### src/rtl/instr_loader_if.sv
// Byte-stream input and instruction-RAM write port of the program loader.
interface instr_loader_if;
  logic [7:0]  in_data;
  logic        in_valid;
  logic        in_ready;
  logic [15:0] instr_addr;
  logic [15:0] instr_wdata;
  logic        instr_wen;

  modport slave  (input in_data, in_valid, output in_ready, instr_addr, instr_wdata, instr_wen);
  modport master (output in_data, in_valid, input in_ready, instr_addr, instr_wdata, instr_wen);
endinterface

### src/rtl/instr_loader.sv
// Loads a length-prefixed, big-endian byte frame into instruction RAM while holding the CPU.
// Define INSTR_LOADER_CHECKSUM_EN to require a trailing XOR checksum byte before release.
module instr_loader #(
  parameter logic [15:0] START_ADDR = 16'h0000,
  parameter logic [15:0] MAX_WORDS  = 16'hFFFF
) (
  input  logic          clk,
  input  logic          reset,
  input  logic          start,
  instr_loader_if.slave bus,
  output logic          cpu_hold,
  output logic          busy,
  output logic          done,
  output logic          error,
  output logic [15:0]   words_loaded
);
  localparam int STAGES = 1;

  typedef enum logic [2:0] {
    IDLE, LEN_HI, LEN_LO, DATA_HI, DATA_LO,
`ifdef INSTR_LOADER_CHECKSUM_EN
    CHK,
`endif
    DONE, ERR
  } state_t;

  // Where the frame goes once the last word (or an empty length) has been taken.
`ifdef INSTR_LOADER_CHECKSUM_EN
  localparam state_t TAIL = CHK;
`else
  localparam state_t TAIL = DONE;
`endif

  state_t state, nxt;
  logic [15:0] len;
  logic [7:0]  hi;
  logic        acc;
  logic        idle_like;
  logic [15:0] len_in;
  logic [15:0] cnt_inc;
  logic [STAGES:0] vld_pipe;
`ifdef INSTR_LOADER_CHECKSUM_EN
  logic [7:0]  csum;
`endif

  assign acc       = bus.in_valid & bus.in_ready;
  assign idle_like = (state == IDLE) || (state == DONE) || (state == ERR);
  assign len_in    = {len[15:8], bus.in_data};
  assign cnt_inc   = words_loaded + 16'd1;

  // Write strobe lags the accepting edge by STAGES cycles.
  assign vld_pipe[0]   = acc && (state == DATA_LO);
  assign bus.instr_wen = vld_pipe[STAGES];

  assign busy     = !idle_like;
  assign done     = (state == DONE);
  assign error    = (state == ERR);
  assign cpu_hold = (state != DONE);

  always_comb begin
    bus.in_ready = 1'b0;
    case (state)
      LEN_HI, LEN_LO, DATA_HI, DATA_LO: bus.in_ready = 1'b1;
`ifdef INSTR_LOADER_CHECKSUM_EN
      CHK:                              bus.in_ready = 1'b1;
`endif
      default:                          bus.in_ready = 1'b0;
    endcase
  end

  always_ff @(posedge clk) begin
    if (reset) state <= IDLE;
    else       state <= nxt;
  end

  always_comb begin
    nxt = state;
    case (state)
      IDLE, DONE, ERR: if (start) nxt = LEN_HI;
      LEN_HI:          if (acc) nxt = LEN_LO;
      LEN_LO: if (acc) begin
        if (len_in > MAX_WORDS) nxt = ERR;
        else if (len_in == 16'd0) nxt = TAIL;
        else nxt = DATA_HI;
      end
      DATA_HI:         if (acc) nxt = DATA_LO;
      DATA_LO:         if (acc) nxt = (cnt_inc == len) ? TAIL : DATA_HI;
`ifdef INSTR_LOADER_CHECKSUM_EN
      CHK:             if (acc) nxt = (bus.in_data == csum) ? DONE : ERR;
`endif
      default:         nxt = IDLE;
    endcase
  end

  always_ff @(posedge clk) begin
    if (reset) begin
      len                <= '0;
      hi                 <= '0;
      words_loaded       <= '0;
      bus.instr_addr     <= START_ADDR;
      bus.instr_wdata    <= '0;
      vld_pipe[STAGES:1] <= '0;
`ifdef INSTR_LOADER_CHECKSUM_EN
      csum               <= '0;
`endif
    end else begin
      vld_pipe[STAGES:1] <= vld_pipe[STAGES-1:0];
      if (start && idle_like) begin
        words_loaded <= '0;
`ifdef INSTR_LOADER_CHECKSUM_EN
        csum         <= '0;
`endif
      end
      if (acc) begin
`ifdef INSTR_LOADER_CHECKSUM_EN
        csum <= csum ^ bus.in_data;
`endif
        case (state)
          LEN_HI:  len[15:8] <= bus.in_data;
          LEN_LO:  len[7:0]  <= bus.in_data;
          DATA_HI: hi        <= bus.in_data;
          DATA_LO: begin
            bus.instr_wdata <= {hi, bus.in_data};
            bus.instr_addr  <= START_ADDR + words_loaded;
            words_loaded    <= cnt_inc;
          end
          default: ;
        endcase
      end
    end
  end
endmodule
### src/flat_wrapper.sv
// flat-port wrapper written by rule: the top's interface ports become plain ports
module instr_loader_flat 
#(
  parameter logic [15:0] START_ADDR = 16'h0000,
  parameter logic [15:0] MAX_WORDS  = 16'hFFFF
)
  (clk, reset, start, cpu_hold, busy, done, error, words_loaded, bus_in_data, bus_in_valid, bus_in_ready, bus_instr_addr, bus_instr_wdata, bus_instr_wen);
  instr_loader_if bus_i ();
  input  logic clk;
  input  logic reset;
  input  logic start;
  output logic cpu_hold;
  output logic busy;
  output logic done;
  output logic error;
  output logic [15:0] words_loaded;
  input wire logic [$bits(bus_i.in_data)-1:0] bus_in_data;
  input wire logic [$bits(bus_i.in_valid)-1:0] bus_in_valid;
  output wire logic [$bits(bus_i.in_ready)-1:0] bus_in_ready;
  output wire logic [$bits(bus_i.instr_addr)-1:0] bus_instr_addr;
  output wire logic [$bits(bus_i.instr_wdata)-1:0] bus_instr_wdata;
  output wire logic [$bits(bus_i.instr_wen)-1:0] bus_instr_wen;
  assign bus_i.in_data = bus_in_data;
  assign bus_i.in_valid = bus_in_valid;
  assign bus_in_ready = bus_i.in_ready;
  assign bus_instr_addr = bus_i.instr_addr;
  assign bus_instr_wdata = bus_i.instr_wdata;
  assign bus_instr_wen = bus_i.instr_wen;
  instr_loader #(.START_ADDR(START_ADDR), .MAX_WORDS(MAX_WORDS)) u_core (.clk(clk), .reset(reset), .start(start), .bus(bus_i), .cpu_hold(cpu_hold), .busy(busy), .done(done), .error(error), .words_loaded(words_loaded));
endmodule
### config.mk
export PLATFORM = sky130hd
export DESIGN_NAME = instr_loader_flat
export DESIGN_NICKNAME = d
export VERILOG_FILES = /design/src/rtl/instr_loader_if.sv /design/src/rtl/instr_loader.sv /design/src/flat_wrapper.sv
export SDC_FILE = /design/constraint.sdc
export NUM_CORES = 1
export LEC_CHECK = 0
export BUFFER_PORTS_ARGS = -buffer_cell sky130_fd_sc_hd__buf_4
export CAP_MARGIN = 5
export CORE_MARGIN = 4
export CORE_UTILIZATION = 59
export DETAILED_ROUTE_END_ITERATION = 16
export HOLD_SLACK_MARGIN = 0.1
export MAX_ROUTING_LAYER = met4
export PLACE_DENSITY = 0.91
export SLEW_MARGIN = 15
export SYNTH_ARGS = -nofsm -noshare
export SYNTH_HDL_FRONTEND = slang
export SYNTH_SLANG_ARGS = --single-unit
### constraint.sdc
create_clock -name clk -period 4.9 [get_ports clk]
set_clock_uncertainty 0.15 [all_clocks]
set_input_delay 0.245 -clock clk [delete_from_list [all_inputs] [get_ports clk]]
set_output_delay 0.245 -clock clk [all_outputs]
set_load 0.05 [all_outputs]
# Word-level counts from Yosys, hierarchy flattened
# Index checks and enable logic that the tools add are counted.
# classes
addsub,1
order_cmp,1
eq_ne,13
n_mux,13
n_bitwise,1
n_reduce_logical,14
# ops
operator,count
2-to-1 mux 16 bit,3
2-to-1 mux 3 bit,8
"adder 16 x 1 -> 16 bit, second input constant",1
== test 16 bit,1
"> comparator 16 bit, second input constant",1
zero test 16 bit,1
case mux 3 bit (5 select lines),1
"== test 3 bit, second input constant",3
"!= test 2 x 1 -> 1 bit, second input constant",4
AND reduction 2 bit,4
"== test 3 x 2 -> 1 bit, second input constant",2
AND reduction 5 bit,1
OR reduction 4 bit,1
"== test 3 x 1 -> 1 bit, second input constant",1
zero test 3 bit,1
"!= test 3 bit, second input constant",1
OR reduction 3 bit,1
logical AND 1 bit,2
logical OR 1 bit,2
"!= test 2 bit, second input constant",1
AND 1 bit,1
zero test 1 bit,1
2-to-1 mux 1 bit,1
# word_totals
reg_bits,76
in_bits,12
out_inout_bits,54
elab_cells,51

# Depth between registers and ports, before layout
# Gate-level depths: netlist of the first run.
# depth
ltp_word,7
mapped_depth,8
mapped_depth_nobuf,7

# Worst setup path before layout of the first run
# Ideal clock, no wire load.
# synth_path
kind,register -> register
startpoint,reg u_core.words_loaded[0]
endpoint,reg u_core.state[1]
setup_ns,0.119
t_arrival_ns,2.610
t_required_ns,4.631
path_slack_ns,2.021
path_stages_with_launch,7
n_path_buf,0
period_less_slack_ns,2.879
path_cell_list,dfxtp_1 and4_2 nand2_1 or3_2 xnor2_1 or4_1 o221a_1
# synth_via
elab_chain_len,5
# synth_rtl
item,line,text
start: declaration,instr_loader.sv:15,output logic [15:0] words_loaded
start signal: assignment,instr_loader.sv:125,words_loaded <= cnt_inc;
adder 16 x 1 -> 16 bit,instr_loader.sv:49,assign cnt_inc = words_loaded + 16'd1;
== test 16 bit,instr_loader.sv:87,DATA_LO: if (acc) nxt = (cnt_inc == len) ? TAIL : DATA_HI;
2-to-1 mux 3 bit (2 in series),instr_loader.sv:87,
case mux 3 bit (5 select lines),instr_loader.sv:78,case (state)
end signal: assignment,instr_loader.sv:73,else state <= nxt;
end: declaration,instr_loader.sv:34,"state_t state, nxt;"
# Every way passes these cells. The select of a mux whose other input is x is not followed.
# A chain may end at the register's enable or synchronous reset.

# Final worst setup path of the first run
# layout_path
startpoint,reg u_core.words_loaded[4]
endpoint,reg u_core.state[1]
# The elaborated chain is that of the path after synthesis.

==> results.md, run 1 <==
- Status: finished, final reports clean
- Maximum clock path buffer count: 2
- Final wirelength: 9.24 mm
- Register area share after synthesis: 42.8%
- Grt total ovfl: 0
- Final setup TNS: 0 ns
- Data arrival, critical path: 2.92 ns
- Initial antenna violation count: 0
- Power per Cell Area: 278 mW/mm^2
- Hold/Removal Path Class: in2reg
- Overall power: 1.18 mW
- Skew-Pair Late Insertion Delay: 0.36 ns
- Leakage: 1.62 nW
- P&R area growth vs syn: 18.9%
- Nets@finish: 504
- CTS clk-pin slew, worst paths: 0.09 ns
- Vias in the first global route: 3169
- Layout cells sized above 1: 19.0%
- Cell variety after synth: 54
- Peak supply drop: 0.000167 V
- Maxcap violations: 0
- Hold depth: 4
- Clock root cell: clkbuf_8
- Yosys warns: 0
- Cts bufs inserted: 9
- Max FO, Critical Path: 11
- Global-route wire length before repair: 15.3 mm
- DP Wirelength: 6.42 mm
- Mapped Cells: 439
- Maximum number of pins on one net before global-route repair: 63
- IO Count: 66
- Tmin final: 2.82 ns
- Post-synthesis cell area: 0.00356 sq mm
- Setup violators final: 0
- GP Congestion: 0.985
- Post-DR vias/cell: 5.87
- TritonCTS clock tree: yes
- FF-to-FF setup slack: 2.08 ns
- Clk sink count: 76
- Std-Cell Rows: 28
- Hold Path End: u_core.state[0]
- Kind of critical path: reg2reg
- Antenna diode count: 0
- Core box area: 0.00589 sq mm
- R2R Path Start: u_core.words_loaded[4]
- Final slew viol count: 0
- Critical path endpoint category: flop
- Reg2reg path depth: 6
- Syn avg cell area: 8.10 sq um
- DIE WIDTH: 85.6 microns
- Router iterations before antenna repair: 6
- Post-DRT Antenna Nets: 0
- Final Hold Vio Count: 0
- Die footprint: 0.00733 sq mm
- Commonest non-fill, non-tap cells in the layout: 109 x nand2_1, 76 x dfxtp_1, 67 x buf_4
- Critical Path RT: 5.00 ns
- Final core occ: 71.9%
- DRC violations left: 0
- HP Start: bus_in_valid
- RSZ-0062 raised after global routing: no
- Most used DFF post-synth: dfxtp_1
- Worst-Margin Slew: 0.753 ns
- Register bit total from synthesis: 76
- Commonest non-fill, non-tap cell in the layout: nand2_1
- CP startpoint kind: flop
- Number of flops mapped to enable cells by yosys: 0
- Via count: 3352
- Total GRT Usage: 26.9%
- Reg-to-Reg End: u_core.state[1]
- H-tree Lvls: 3
- Tcrit/Tclk final: 57.6%
- Initial Utilization: 60.4%
- Detailed-route wire length per cell: 16.2 microns
- Async set-or-reset flop fraction in the synthesized netlist: 0%
- Achievable frequency: 354 MHz
- Drt initial violations: 329
- Die H: 85.6 microns
- Slew headroom: 49.8%
- Post-Synthesis Net Count: 452
- # Post-CTS Setup Buffers: 0
- Port-buffer cells: 65
[cells in the mapped netlist (all sizes together) (2+ instances only)]
cell      n  area (sq um)
a21oi    53           265
a22o      2          17.5
a22oi     2          15.0
a31oi     2          12.5
and3      4          25.0
and3b     4          35.0
and4      3          30.0
buf      11          86.3
clkbuf   23           106
dfxtp    76          1520
inv       6          22.5
mux2i    10           100
nand2   109           409
nand2b    2          12.5
nand3    13          90.1
nand3b    3          22.5
nand4     5          37.5
nor2     25          93.8
nor3      3          15.0
nor3b     2          20.0
nor4      5          31.3
o211ai    3          22.5
o21ai    23           115
o22ai     2          12.5
o31ai     6          45.0
or3       2          18.8
xnor2    10          87.6
xor2     13           114
[worst max-delay path by stage]
stage                                       from                       to  cells after the start
after floorplan           u_core.words_loaded[0]          u_core.state[1]                      6
after global placement    u_core.words_loaded[4]          u_core.state[1]                      6
after detailed placement  u_core.words_loaded[2]          u_core.state[1]                      6
after CTS                 u_core.words_loaded[2]          u_core.state[1]                      6
after global routing             u_core.state[2]  u_core.words_loaded[14]                      7
final                     u_core.words_loaded[4]          u_core.state[1]                      6
[kinds of logic after synthesis]
kind of cell	share of synthesized area, %
flops	42.8
simple gates	25.0
buf+inv	6.05
fa+ha+maj	0.352
mux	3.13
compound gates	17.0
xor+xnor	5.66
[stage by stage]
stage / cell area [sq um] / instances / hold WS [ns] / worst slack, ns
after global routing: 4230 / 571 / 0.268 / 1.87
final: 4230 / 571 / 0.218 / 2.08
after CTS: 4230 / 571 / 0.211 / 2.09
after detailed placement: 3970 / 547 / 0.297 / 2.10
after global placement: 3970 / 547 / 0.293 / 2.18
after floorplan: 3560 / 439 / 0.231 / 2.02
[sequential cells by signal, indices dropped and copies added, names as in the netlist]
register                flops
u_core.bus.instr_addr      16
u_core.bus.instr_wdata     16
u_core.hi                   8
u_core.len                 16
u_core.words_loaded        16
u_core.state                3
u_core.bus.instr_wen        1
[worst max-delay path, stage by stage, from the launching register on]
cell and delay, ns:
dfxtp_1 0.56, and3_1 0.28, nand2_1 0.21, or3_2 0.55, xnor2_1 0.17, or4_1 0.57, o221a_1 0.22
[power breakdown]
part / internal (mW) / leakage (nW) / switching, mW
clock: 0.192 / 0.0921 / 0.259
combinational: 0.0353 / 0.914 / 0.0554
sequential: 0.624 / 0.613 / 0.0122
[routing by layer]
layer  vias up  wire length, microns  track usage [%]
met5         -                     0                -
met4         0                   242             10.4
met3        22                   715             5.96
met2       153                  4410             42.6
met1      1574                  3870             33.5
li1       1603                     -                -
[layout make-up]
type	instances	area, sq um
Multi-Input combinational cell	323	1830
Tap cell	75	93.8
Fill cell	452	1660
Sequential cell	76	1520
Clock buffer	9	124
Clock inverter	7	58.8
Inverter	6	22.5
Timing Repair Buffer	75	583
[timing repair]
item	in CTS	in global routing
gates resized for setup	0	0
endpoints found under the hold margin	32	0
hold buffers	8	0
(Power assumes the default switching activity.)
==> run 2: changes to the inputs <==
CORE_UTILIZATION = 55   (was 59)
PLACE_DENSITY = 0.86   (was 0.91)
clock period = 2.6 ns   (was 4.9 ns; I/O delays follow)
==> results.md, run 2 (synthesis gave the netlist of run 1 again) <==
- Status: finished, final reports clean (unchanged)
- Slew headroom: 62.8% (was 49.8%)
- Area after DPL: 0.00408 sq mm (was 0.00397 sq mm)
- Max FO, Critical Path: 7 (was 11)
- Maximum clock path buffer count: 2 (unchanged)
- H-tree Lvls: 3 (unchanged)
- Initial antenna violation count: 0 (unchanged)
- Die footprint: 0.00782 sq mm (was 0.00733 sq mm)
- Final Non-Filler Cells: 584 (was 571)
- Worst-Margin Slew: 0.558 ns (was 0.753 ns)
- IO Count: 66 (unchanged)
- Final slew viol count: 0 (unchanged)
- Setup violators final: 0 (unchanged)
- Core box area: 0.00631 sq mm (was 0.00589 sq mm)
- Power per Cell Area: 515 mW/mm^2 (was 278 mW/mm^2)
- Grt total ovfl: 0 (unchanged)
- Post-DRT Antenna Nets: 0 (unchanged)
- DIE WIDTH: 88.4 microns (was 85.6 microns)
- Detailed-route wire length per cell: 16.3 microns (was 16.2 microns)
- Critical Path RT: 2.71 ns (was 5.00 ns)
- Tcrit/Tclk final: 95.6% (was 57.6%)
- Maxcap violations: 0 (unchanged)
- Final setup TNS: 0 ns (unchanged)
- P&R area growth vs syn: 22.6% (was 18.9%)
- RSZ-0062 raised after global routing: no (unchanged)
- DRC violations left: 0 (unchanged)
- CTS clk-pin slew, worst paths: 0.09 ns (about the same)
- Final wirelength: 9.49 mm (was 9.24 mm)
- Final core occ: 69.1% (was 71.9%)
- Nets@finish: 515 (was 504)
- Dpl cells: 559 (was 547)
- Clock root cell: clkbuf_8 (unchanged)
- Commonest non-fill, non-tap cell in the layout: nand2_1 (unchanged)
- Critical path endpoint category: flop (unchanged)
- GP Congestion: 0.951 (was 0.985)
- Port-buffer cells: 65 (unchanged)
- Drt initial violations: 162 (was 329)
- Tmin final: 2.49 ns (was 2.82 ns)
- Maximum number of pins on one net before global-route repair: 52 (was 63)
- Post-DR vias/cell: 5.72 (was 5.87)
- Router iterations before antenna repair: 5 (was 6)
- TritonCTS clock tree: yes (unchanged)
- Final Hold Vio Count: 0 (unchanged)
- Kind of critical path: reg2reg (unchanged)
- Achievable frequency: 402 MHz (was 354 MHz)
- Peak supply drop: 0.000395 V (was 0.000167 V)
- Cts bufs inserted: 9 (unchanged)
- Total GRT Usage: 26.2% (was 26.9%)
- Antenna diode count: 0 (unchanged)
- Initial Utilization: 56.3% (was 60.4%)
- Hold/Removal Path Class: in2reg (unchanged)
- Commonest non-fill, non-tap cells in the layout: 109 x nand2_1, 77 x buf_4, 64 x dfxtp_1 (was 109 x nand2_1, 76 x dfxtp_1, 67 x buf_4)
- Clk sink count: 76 (unchanged)
- Vias in the first global route: 3199 (was 3169)
- # Post-CTS Setup Buffers: 0 (unchanged)
- DP Wirelength: 6.81 mm (was 6.42 mm)
- Design Area, Final: 0.00436 sq mm (was 0.00423 sq mm)
- Global-route wire length before repair: 15.4 mm (was 15.3 mm)
- Via count: 3338 (was 3352)
- CP startpoint kind: flop (unchanged)
- Std-Cell Rows: 29 (was 28)
- Skew-Pair Late Insertion Delay: 0.36 ns (about the same)
- Leakage: 1.68 nW (was 1.62 nW)
- Layout cells sized above 1: 23.1% (was 19.0%)
- Data arrival, critical path: 2.60 ns (was 2.92 ns)
- Die H: 88.4 microns (was 85.6 microns)
[run 2: final cells by class]
type | count | area, sq um
Clock buffer | 9 | 124
Clock inverter | 7 | 62.6
Timing Repair Buffer | 86 | 668
Sequential cell | 76 | 1560
Fill cell | 530 | 1950
Tap cell | 77 | 96.3
Inverter | 6 | 22.5
Multi-Input combinational cell | 323 | 1830
[run 2: timing repair]
action / 4_1_cts / 5_1_grt
hold buffers: 9 / 0
endpoints found under the setup margin: 0 / 1
resized for setup: 0 / 3
endpoints found under the hold margin: 35 / 0
[run 2: metrics by stage]
step | hold WS [ns] | power (mW) | setup WS, ns
3_3_place_gp | 0.267 | 1.38 | 0.144
6_report | 0.103 | 2.25 | 0.114
2_1_floorplan | 0.116 | 1.33 | 0.00509
3_5_place_dp | 0.274 | 1.38 | 0.114
5_1_grt | 0.167 | 2.33 | 0.0110
4_1_cts | 0.101 | 2.26 | 0.0794
[run 2: per-layer routing]
metal	vias to the layer above	routed length [microns]	global-route usage [%]
met1	1579	4040	30.9
met5	-	0	-
met2	112	4710	43.5
met4	0	218	10.0
li1	1629	-	-
met3	18	518	5.77
[run 2: report_power, final]
| part | internal (mW) | total (mW) | switching, mW |
|---|---|---|---|
| Combinational | 0.0707 | 0.177 | 0.107 |
| Clock | 0.369 | 0.881 | 0.512 |
| Sequential | 1.17 | 1.19 | 0.0228 |
[run 2: critical path, cell delays in order, from the launching register on]
cell     delay (ns)
dfxtp_2        0.40
and4_4         0.28
nand3_4        0.10
or3_2          0.53
xnor2_1        0.15
or4_1          0.56
o221a_1        0.23
[run 2: final timing paths]
check | from | end | slack [ns] | depth (start not counted)
max | u_core.words_loaded[10] | u_core.state[1] | 0.11 | 6
min | bus_in_valid | u_core.state[0] | 0.10 | 4
max reg2reg | u_core.words_loaded[10] | u_core.state[1] | 0.11 | 6
min reg2reg | u_core.hi[7] | u_core.bus.instr_wdata[15] | 0.30 | 2
